`src/rtl/ram_responder.sv`:
```
// ram_responder: single-port word RAM behind a request/acknowledge handshake.
// A request is sampled only in IDLE; reads go IDLE->READ->READ2->DONE, writes
// IDLE->WRITE->DONE, and out-of-range addresses go straight to DONE with err.
// Optional feature macro: MEM_PARITY_EN adds a stored even-parity bit per word,
// the inj_par input to corrupt it on write, and parity checking on read.
module ram_responder #(
    parameter int ADR_W = 8
) (
    input  logic        clk,
    input  logic        reset,
    input  logic        req,
    input  logic        we,
    input  logic [15:0] addr,
    input  logic [15:0] wdata,
`ifdef MEM_PARITY_EN
    input  logic        inj_par,
`endif
    output logic [15:0] rdata,
    output logic        ack,
    output logic        busy,
    output logic        err,
    output logic [7:0]  status
);

`ifdef MEM_PARITY_EN
    localparam int WORD_W = 17;
`else
    localparam int WORD_W = 16;
`endif

    typedef enum logic [2:0] {
        IDLE  = 3'd0,
        READ  = 3'd1,
        READ2 = 3'd2,
        WRITE = 3'd3,
        DONE  = 3'd4
    } state_t;

    state_t             state_q;
    logic [ADR_W-1:0]   addr_q;
    logic [15:0]        wdata_q;
    logic [WORD_W-1:0]  memRd_q;
    logic [15:0]        rdata_q;
    logic               ack_q;
    logic               busy_q;
    logic               err_q;
    logic [7:0]         status_q;

    logic [WORD_W-1:0]  mem [0:(1<<ADR_W)-1];

    logic [WORD_W-1:0]  word_d;
    logic               parErr_d;
    logic               inRange_d;

    // An address is usable only if every bit above the array index is zero.
    assign inRange_d = ((addr >> ADR_W) == 16'd0);

`ifdef MEM_PARITY_EN
    logic               injPar_q;

    // Even parity over the data, optionally inverted to plant a fault; a read
    // word whose 17 bits do not XOR to zero carries a parity error.
    assign word_d   = {(^wdata_q) ^ injPar_q, wdata_q};
    assign parErr_d = ^memRd_q;
`else
    assign word_d   = wdata_q;
    assign parErr_d = 1'b0;
`endif

    assign rdata  = rdata_q;
    assign ack    = ack_q;
    assign busy   = busy_q;
    assign err    = err_q;
    assign status = status_q;

    // Array port: commit on the edge leaving WRITE, capture the read word on the
    // edge leaving READ. Contents are deliberately left uninitialised.
    always_ff @(posedge clk) begin
        if (state_q == WRITE) begin
            mem[addr_q] <= word_d;
        end
        if (state_q == READ) begin
            memRd_q <= mem[addr_q];
        end
    end

    // Control FSM with registered Moore outputs; a request is latched only in
    // IDLE so anything presented while busy is simply ignored.
    always_ff @(posedge clk or posedge reset) begin
        if (reset) begin
            state_q  <= IDLE;
            addr_q   <= '0;
            wdata_q  <= 16'h0000;
`ifdef MEM_PARITY_EN
            injPar_q <= 1'b0;
`endif
            rdata_q  <= 16'h0000;
            ack_q    <= 1'b0;
            busy_q   <= 1'b0;
            err_q    <= 1'b0;
            status_q <= 8'h01;
        end else begin
            ack_q <= 1'b0;
            err_q <= 1'b0;
            case (state_q)
                IDLE: begin
                    if (req) begin
                        addr_q   <= addr[ADR_W-1:0];
                        wdata_q  <= wdata;
`ifdef MEM_PARITY_EN
                        injPar_q <= inj_par;
`endif
                        busy_q   <= 1'b1;
                        if (!inRange_d) begin
                            state_q  <= DONE;
                            ack_q    <= 1'b1;
                            err_q    <= 1'b1;
                            status_q <= 8'h90;
                        end else if (we) begin
                            state_q  <= WRITE;
                            status_q <= 8'h08;
                        end else begin
                            state_q  <= READ;
                            status_q <= 8'h02;
                        end
                    end else begin
                        busy_q   <= 1'b0;
                        status_q <= 8'h01;
                    end
                end
                READ: begin
                    state_q  <= READ2;
                    busy_q   <= 1'b1;
                    status_q <= 8'h04;
                end
                READ2: begin
                    state_q  <= DONE;
                    rdata_q  <= memRd_q[15:0];
                    ack_q    <= 1'b1;
                    err_q    <= parErr_d;
                    busy_q   <= 1'b1;
                    status_q <= {parErr_d, 7'h10};
                end
                WRITE: begin
                    state_q  <= DONE;
                    ack_q    <= 1'b1;
                    busy_q   <= 1'b1;
                    status_q <= 8'h10;
                end
                DONE: begin
                    state_q  <= IDLE;
                    busy_q   <= 1'b0;
                    status_q <= 8'h01;
                end
                default: begin
                    state_q  <= IDLE;
                    busy_q   <= 1'b0;
                    status_q <= 8'h01;
                end
            endcase
        end
    end

endmodule

```
`config.mk`:
```
export PLATFORM = sky130hd
export DESIGN_NAME = ram_responder
export DESIGN_NICKNAME = d
export VERILOG_FILES = /design/src/rtl/ram_responder.sv
export SDC_FILE = /design/constraint.sdc
export NUM_CORES = 2
export LEC_CHECK = 0
export CORE_UTILIZATION = 63
export CTS_CLUSTER_DIAMETER = 200
export DETAILED_ROUTE_END_ITERATION = 6
export GPL_TIMING_DRIVEN = 0
export PLACE_DENSITY = 0.79
export SKIP_CTS_REPAIR_TIMING = 1
export SYNTH_ARGS = -nofsm -noshare
export SYNTH_HDL_FRONTEND = slang
export SYNTH_SLANG_ARGS = --single-unit
```
`constraint.sdc`:
```
create_clock -name clk -period 4.59 [get_ports clk]
set_input_delay 0.918 -clock clk [delete_from_list [all_inputs] [get_ports clk]]
set_output_delay 0.918 -clock clk [all_outputs]
set_load 0.01 [all_outputs]
```
After elaboration in Yosys (flattened, before gate mapping)
Memory sizes are Yosys's and may differ from the RTL's. A register that Yosys moved wholly into a read port is not among the register bits.
Cells that the tools add are included.
{ "op_classes": {"n_eq_ne": 4, "n_mux": 16, "reduce_logical": 5} }
{ "ops": {"columns": ["cell", "n"], "rows": [
  ["8-bit one-hot mux with 3 select lines", 1],
  ["16-bit logical NOT", 1],
  ["8-bit 2-to-1 mux", 2],
  ["3-bit one-hot mux with 3 select lines", 1],
  ["3-bit by 2-bit == test with 1-bit output, second input constant", 2],
  ["1-bit 2-to-1 mux", 6],
  ["3-bit 2-to-1 mux", 2],
  ["4-bit 2-to-1 mux", 1],
  ["1-bit one-hot mux with 2 select lines", 2],
  ["3-bit by 1-bit == test with 1-bit output, second input constant", 1],
  ["3-bit logical NOT", 1],
  ["3-bit OR reduction", 1],
  ["2-bit 2-to-1 mux", 1],
  ["2-bit inequality test, second input constant", 1],
  ["2-bit AND reduction", 1],
  ["2-bit OR reduction", 1]
]} }
{ "totals": {"reg_bits": 54, "ram_bits": 4096, "inputBits": 36, "out_inout_bits": 27, "elab_cells": 34, "n_memories": 1} }
{ "mem_list": {"columns": ["memory", "words", "word_bits", "read_ports", "rd_clocked_by_memory_dff", "write_ports", "line_no", "text"], "rows": [
  ["mem", 256, 16, 1, 1, 1, "49", "logic [WORD_W-1:0] mem [0:(1<<ADR_W)-1];"]
]} }

Logic depth before layout (Yosys ltp)
{ "depth": {"word_depth": 4, "mapped_depth": 9, "ltp_nobuf": 5} }

Least setup slack after synthesis
No wires, ideal clock.
{ "synth_path": {"kind": "reg2reg", "startpoint": "register wdata_q[0]", "endpoint": "memory mem[0][0] (data pin)", "setup_time_ps": 803, "arrival_time_ps": 3181, "t_required_ps": 3787, "setup_slack_ps": 606, "stages_incl_launch_ff": 1, "n_path_buf": 0, "period_less_slack_ps": 3984, "cell_sequence": "dfrtp_1"} }
{ "synth_rtl": {"columns": ["item", "line_no", "text"], "rows": [
  ["start, declared", "41", "logic [15:0] wdata_q;"],
  ["start signal, assigned", "109", "wdata_q <= wdata;"],
  ["end, declared", "49", null]
]} }
Straight into the memory's write port.

==> qor.txt <==
WORST SETUP PATH
----------------------------------------------------------------------------------------------------
Worst reg2reg path endpoint                                                               memRd_q[3]
Worst EP required                                                                            5170 ps
Worst path slowest cell                                                                 sky130_fd_sc_hd__o41ai_2
Type of element launching the critical path                                                     flop
Cells traversed along the worst timing path                                             buf_2, buf_4, clkbuf_1, mux4_2, a22oi_1, a21oi_1, o41ai_2, nand4_1
Critical setup path kind                                                                     reg2reg
Bufs and invs on worst path                                                                        3
CP max FO                                                                                         10
Worst-case register-to-register setup slack                                                  -550 ps
Element type at the critical path end                                                           flop
Arrival time worst endpoint                                                                  5720 ps
Family of cells with the greatest summed delay on the critical path                     buffers and inverters
Worst Reg-to-Reg Cells                                                                             8
Stage delay of the slowest cell on the critical path                                          880 ps
RR Startpoint                                                                              addr_q[1]

CTS
----------------------------------------------------------------------------------------------------
Clock Sink Count                                                                                4164
Master cell of the clock root buffer                                                    sky130_fd_sc_hd__clkbuf_16
TritonCTS clock tree                                                                             yes
Clock latency reported for the late side of the worst-skew pair                              1060 ps
TritonCTS Buffers                                                                                414
Largest buffer count on any clock path                                                             4
Number of H-tree levels                                                                            5
Clock-pin slew reported for the worst setup and hold paths after clock tree synthesis          70 ps

TIMING
----------------------------------------------------------------------------------------------------
RSZ-0062 raised after global routing                                                             yes
Worst setup slack after layout                                                               -550 ps
Final-report setup violation count                                                              1647
Clock tree skew after final layout                                                            112 ps
Worst rel slew slack                                                                          -5.64%
Final hold violation count                                                                         0
Achievable clock frequency                                                                   195 MHz
Share of the clock period used by the worst path after layout                                   112%
Shortest clock period the worst path allows after layout                                     5140 ps
Worst hold slack                                                                              212 ps
Least-Margin Pin Slew                                                                        1580 ps
Number of pins exceeding their max-slew limit in the final report                                 11

GLOBAL ROUTING
----------------------------------------------------------------------------------------------------
Maximum number of pins on one net before global-route repair                                      94
Global-route wire length before repair                                                     652000 um
Vias in the first global route                                                                 83000
Antenna violations before repair                                                                  22
Total global routing track utilization                                                         38.4%
Gr ovfl total                                                                                      0

PWR
----------------------------------------------------------------------------------------------------
Fraction of power spent switching nets                                                         26.1%
Net switching power figure                                                                  0.0233 W
P per Cell Area                                                                           495 mW/mm2
Sequential power share                                                                         48.9%
Worst supply voltage drop on vdd                                                            0.375 mV
Fraction of power consumed by combinational cells                                              13.0%
Clock network power share                                                                      38.1%
Power after layout                                                                          0.0892 W
Standby leakage power                                                                        55.5 nW
Internal power                                                                              0.0659 W

DRT
----------------------------------------------------------------------------------------------------
Remaining design rule violation count                                                              0
Number of routed nets with antenna violations                                                      0
Via-to-Cell Ratio                                                                               7.61
Total wirelength of the detailed-routed design                                             489000 um
Routed via count                                                                               84500
Wire per inst                                                                                44.1 um
Drt first-iter violations                                                                      16200
Pre-Repair DR Iteration Count                                                                      7

FLOORPLAN
----------------------------------------------------------------------------------------------------
Width of the chip                                                                             502 um
Placement Rows                                                                                   183
Die Outline Area                                                                           0.252 mm2
Die extent in y                                                                               502 um
Initial standard-cell utilization of the core                                                  63.3%
I/O Pins                                                                                          63
Core area                                                                                  0.248 mm2

PLACE
----------------------------------------------------------------------------------------------------
Final Wtd Congestion                                                                           0.983
Placed wire-length estimate after detailed placement                                       288000 um
Number of placed instances with taps included                                                  10400
Count of port buffers added during placement                                                      60

SYNTH
----------------------------------------------------------------------------------------------------
Synth unique cells                                                                                30
Cell area after synthesis                                                                  0.157 mm2
Flip-flop and latch count after synthesis                                                       4164
Sequential element share of the synthesized area                                               79.3%
Synthesized instance count                                                                      6828
Average cell area after synthesis                                                           23.0 um2
Yosys warning total                                                                                0

LAYOUT
----------------------------------------------------------------------------------------------------
Area growth from synthesis to layout                                                           14.6%
Most common library cell in the layout ignoring fill and taps                           sky130_fd_sc_hd__edfxtp_1
Net count of the finished layout                                                                7475
Fin cells                                                                                      11100
Top library cells by usage in the layout, fill and taps aside                           4112 x sky130_fd_sc_hd__edfxtp_1, 1024 x sky130_fd_sc_hd__mux4_2, 512 x sky130_fd_sc_hd__a22oi_1, 417 x sky130_fd_sc_hd__clkbuf_16, 253 x sky130_fd_sc_hd__a21oi_1
Fraction of final layout cells with drive strength greater than 1                              30.1%

STATUS
----------------------------------------------------------------------------------------------------
Run status                                                                              finished with violations
Failing checks                                                                          capacitance limit, slew limit, setup timing

MIN PATH
----------------------------------------------------------------------------------------------------
Class of the tightest hold or removal check                                                 in2async

RUN
----------------------------------------------------------------------------------------------------
Max Cap Violations                                                                                 1

-- cells by family after synthesis --
logic type             count (synthesis)  share of synthesized area, %
AOI/OAI and AO/OA                    833                          3.62
DFF                                 4164                          79.3
other                                  1                       0.00238
and+or+nand+nor                      345                         0.911
muxes                               1064                          14.9
buffers and inverters                421                          1.20
-- state kept, by name (all words and copies together) (netlist names) --
| register | count |
|---|---|
| mem | 4096 |
| memRd_q | 16 |
| rdata | 16 |
| wdata_q | 16 |
| addr_q | 8 |
| status | 6 |
| state_q | 3 |
| ack | 1 |
| busy | 1 |
| err | 1 |
-- per-layer routing --
metal | global-route usage, % | vias to the layer above | wire, um
li1 | - | 30600 | -
met1 | 48.6 | 43100 | 149000
met2 | 56.3 | 8836 | 220000
met3 | 13.9 | 1860 | 79700
met4 | 25.5 | 21 | 40000
met5 | 0.444 | - | 407
-- worst reg2reg max path: stages, from the launching register on --
cell and delay [ps]:
sky130_fd_sc_hd__dfrtp_1 420, sky130_fd_sc_hd__buf_2 480, sky130_fd_sc_hd__buf_4 560, sky130_fd_sc_hd__clkbuf_1 680, sky130_fd_sc_hd__mux4_2 410, sky130_fd_sc_hd__a22oi_1 370, sky130_fd_sc_hd__a21oi_1 220, sky130_fd_sc_hd__o41ai_2 880
sky130_fd_sc_hd__nand4_1 640
-- metrics by stage --
step	setup WS (ps)	TNS (ps)	util (%)	area (um2)
after global placement	-4010	-	65.2	162000
after CTS	-1890	-4010330	71.9	179000
after detailed placement	-1770	-3464510	66.6	166000
after global routing	-314	-37100	72.5	180000
final	-550	-219650	72.5	180000
after floorplan	606	0	-	157000
-- how the worst max path moves through the flow --
stage               cells after the start        from          end
finish                                  8   addr_q[1]   memRd_q[3]
floorplan                               0  wdata_q[0]    mem[0][0]
detailed placement                      7   addr_q[2]  mem[176][9]
global placement                        0  wdata_q[6]  mem[218][6]
CTS                                     7   addr_q[2]  mem[130][7]
global route                            8   addr_q[1]   memRd_q[3]
-- cells in the mapped netlist --
| master | count | area [um2] |
|---|---|---|
| sky130_fd_sc_hd__nand3_1 | 4 | 20.0 |
| sky130_fd_sc_hd__buf_2 | 69 | 345 |
| sky130_fd_sc_hd__nor3_1 | 1 | 5.00 |
| sky130_fd_sc_hd__nor2b_1 | 9 | 56.3 |
| sky130_fd_sc_hd__mux2_2 | 40 | 450 |
| sky130_fd_sc_hd__nand2b_1 | 6 | 37.5 |
| sky130_fd_sc_hd__clkbuf_1 | 265 | 995 |
| sky130_fd_sc_hd__buf_6 | 15 | 169 |
| sky130_fd_sc_hd__dfrtp_1 | 51 | 1280 |
| sky130_fd_sc_hd__edfxtp_1 | 4112 | 123000 |
| sky130_fd_sc_hd__nand4_1 | 16 | 100 |
| sky130_fd_sc_hd__and3_1 | 2 | 12.5 |
| sky130_fd_sc_hd__a22oi_1 | 512 | 3840 |
| sky130_fd_sc_hd__nor4b_2 | 1 | 15.0 |
| sky130_fd_sc_hd__nand2_1 | 31 | 116 |
| sky130_fd_sc_hd__and2_1 | 3 | 18.8 |
| sky130_fd_sc_hd__a21oi_1 | 257 | 1290 |
| sky130_fd_sc_hd__or4_1 | 2 | 15.0 |
| sky130_fd_sc_hd__nor3b_1 | 3 | 22.5 |
| sky130_fd_sc_hd__and3b_1 | 1 | 8.76 |
| sky130_fd_sc_hd__buf_1 | 39 | 146 |
| sky130_fd_sc_hd__o41ai_1 | 64 | 561 |
| sky130_fd_sc_hd__buf_4 | 31 | 233 |
| sky130_fd_sc_hd__dfstp_2 | 1 | 26.3 |
| sky130_fd_sc_hd__nor4_1 | 1 | 6.26 |
| sky130_fd_sc_hd__nor2_1 | 263 | 987 |
| sky130_fd_sc_hd__mux4_2 | 1024 | 23100 |
| sky130_fd_sc_hd__inv_1 | 2 | 7.51 |
| sky130_fd_sc_hd__conb_1 | 1 | 3.75 |
| sky130_fd_sc_hd__or2_2 | 2 | 12.5 |
-- final cells by class --
cell class	count	area, um2
flip-flops and latches	4164	125000
fillers	12700	68200
multi-input cells	2244	32500
clock buffers	493	10800
well taps	3330	4170
repair buffers	196	3370
clock inverters	246	2440
plain buffers	417	2080
diodes	15	37.5
inverters	2	7.51
-- power by group through the flow --
stage	sequential (W)	combinational [W]	clock, W
floorplan	0.0451	0.00515	0
finish	0.0436	0.0116	0.0340
detailed placement	0.0444	0.0105	0
CTS	0.0436	0.0108	0.0337
global route	0.0436	0.0115	0.0351
global placement	0.0466	0.00838	0
No activity file was read; power rests on OpenSTA's default activity.
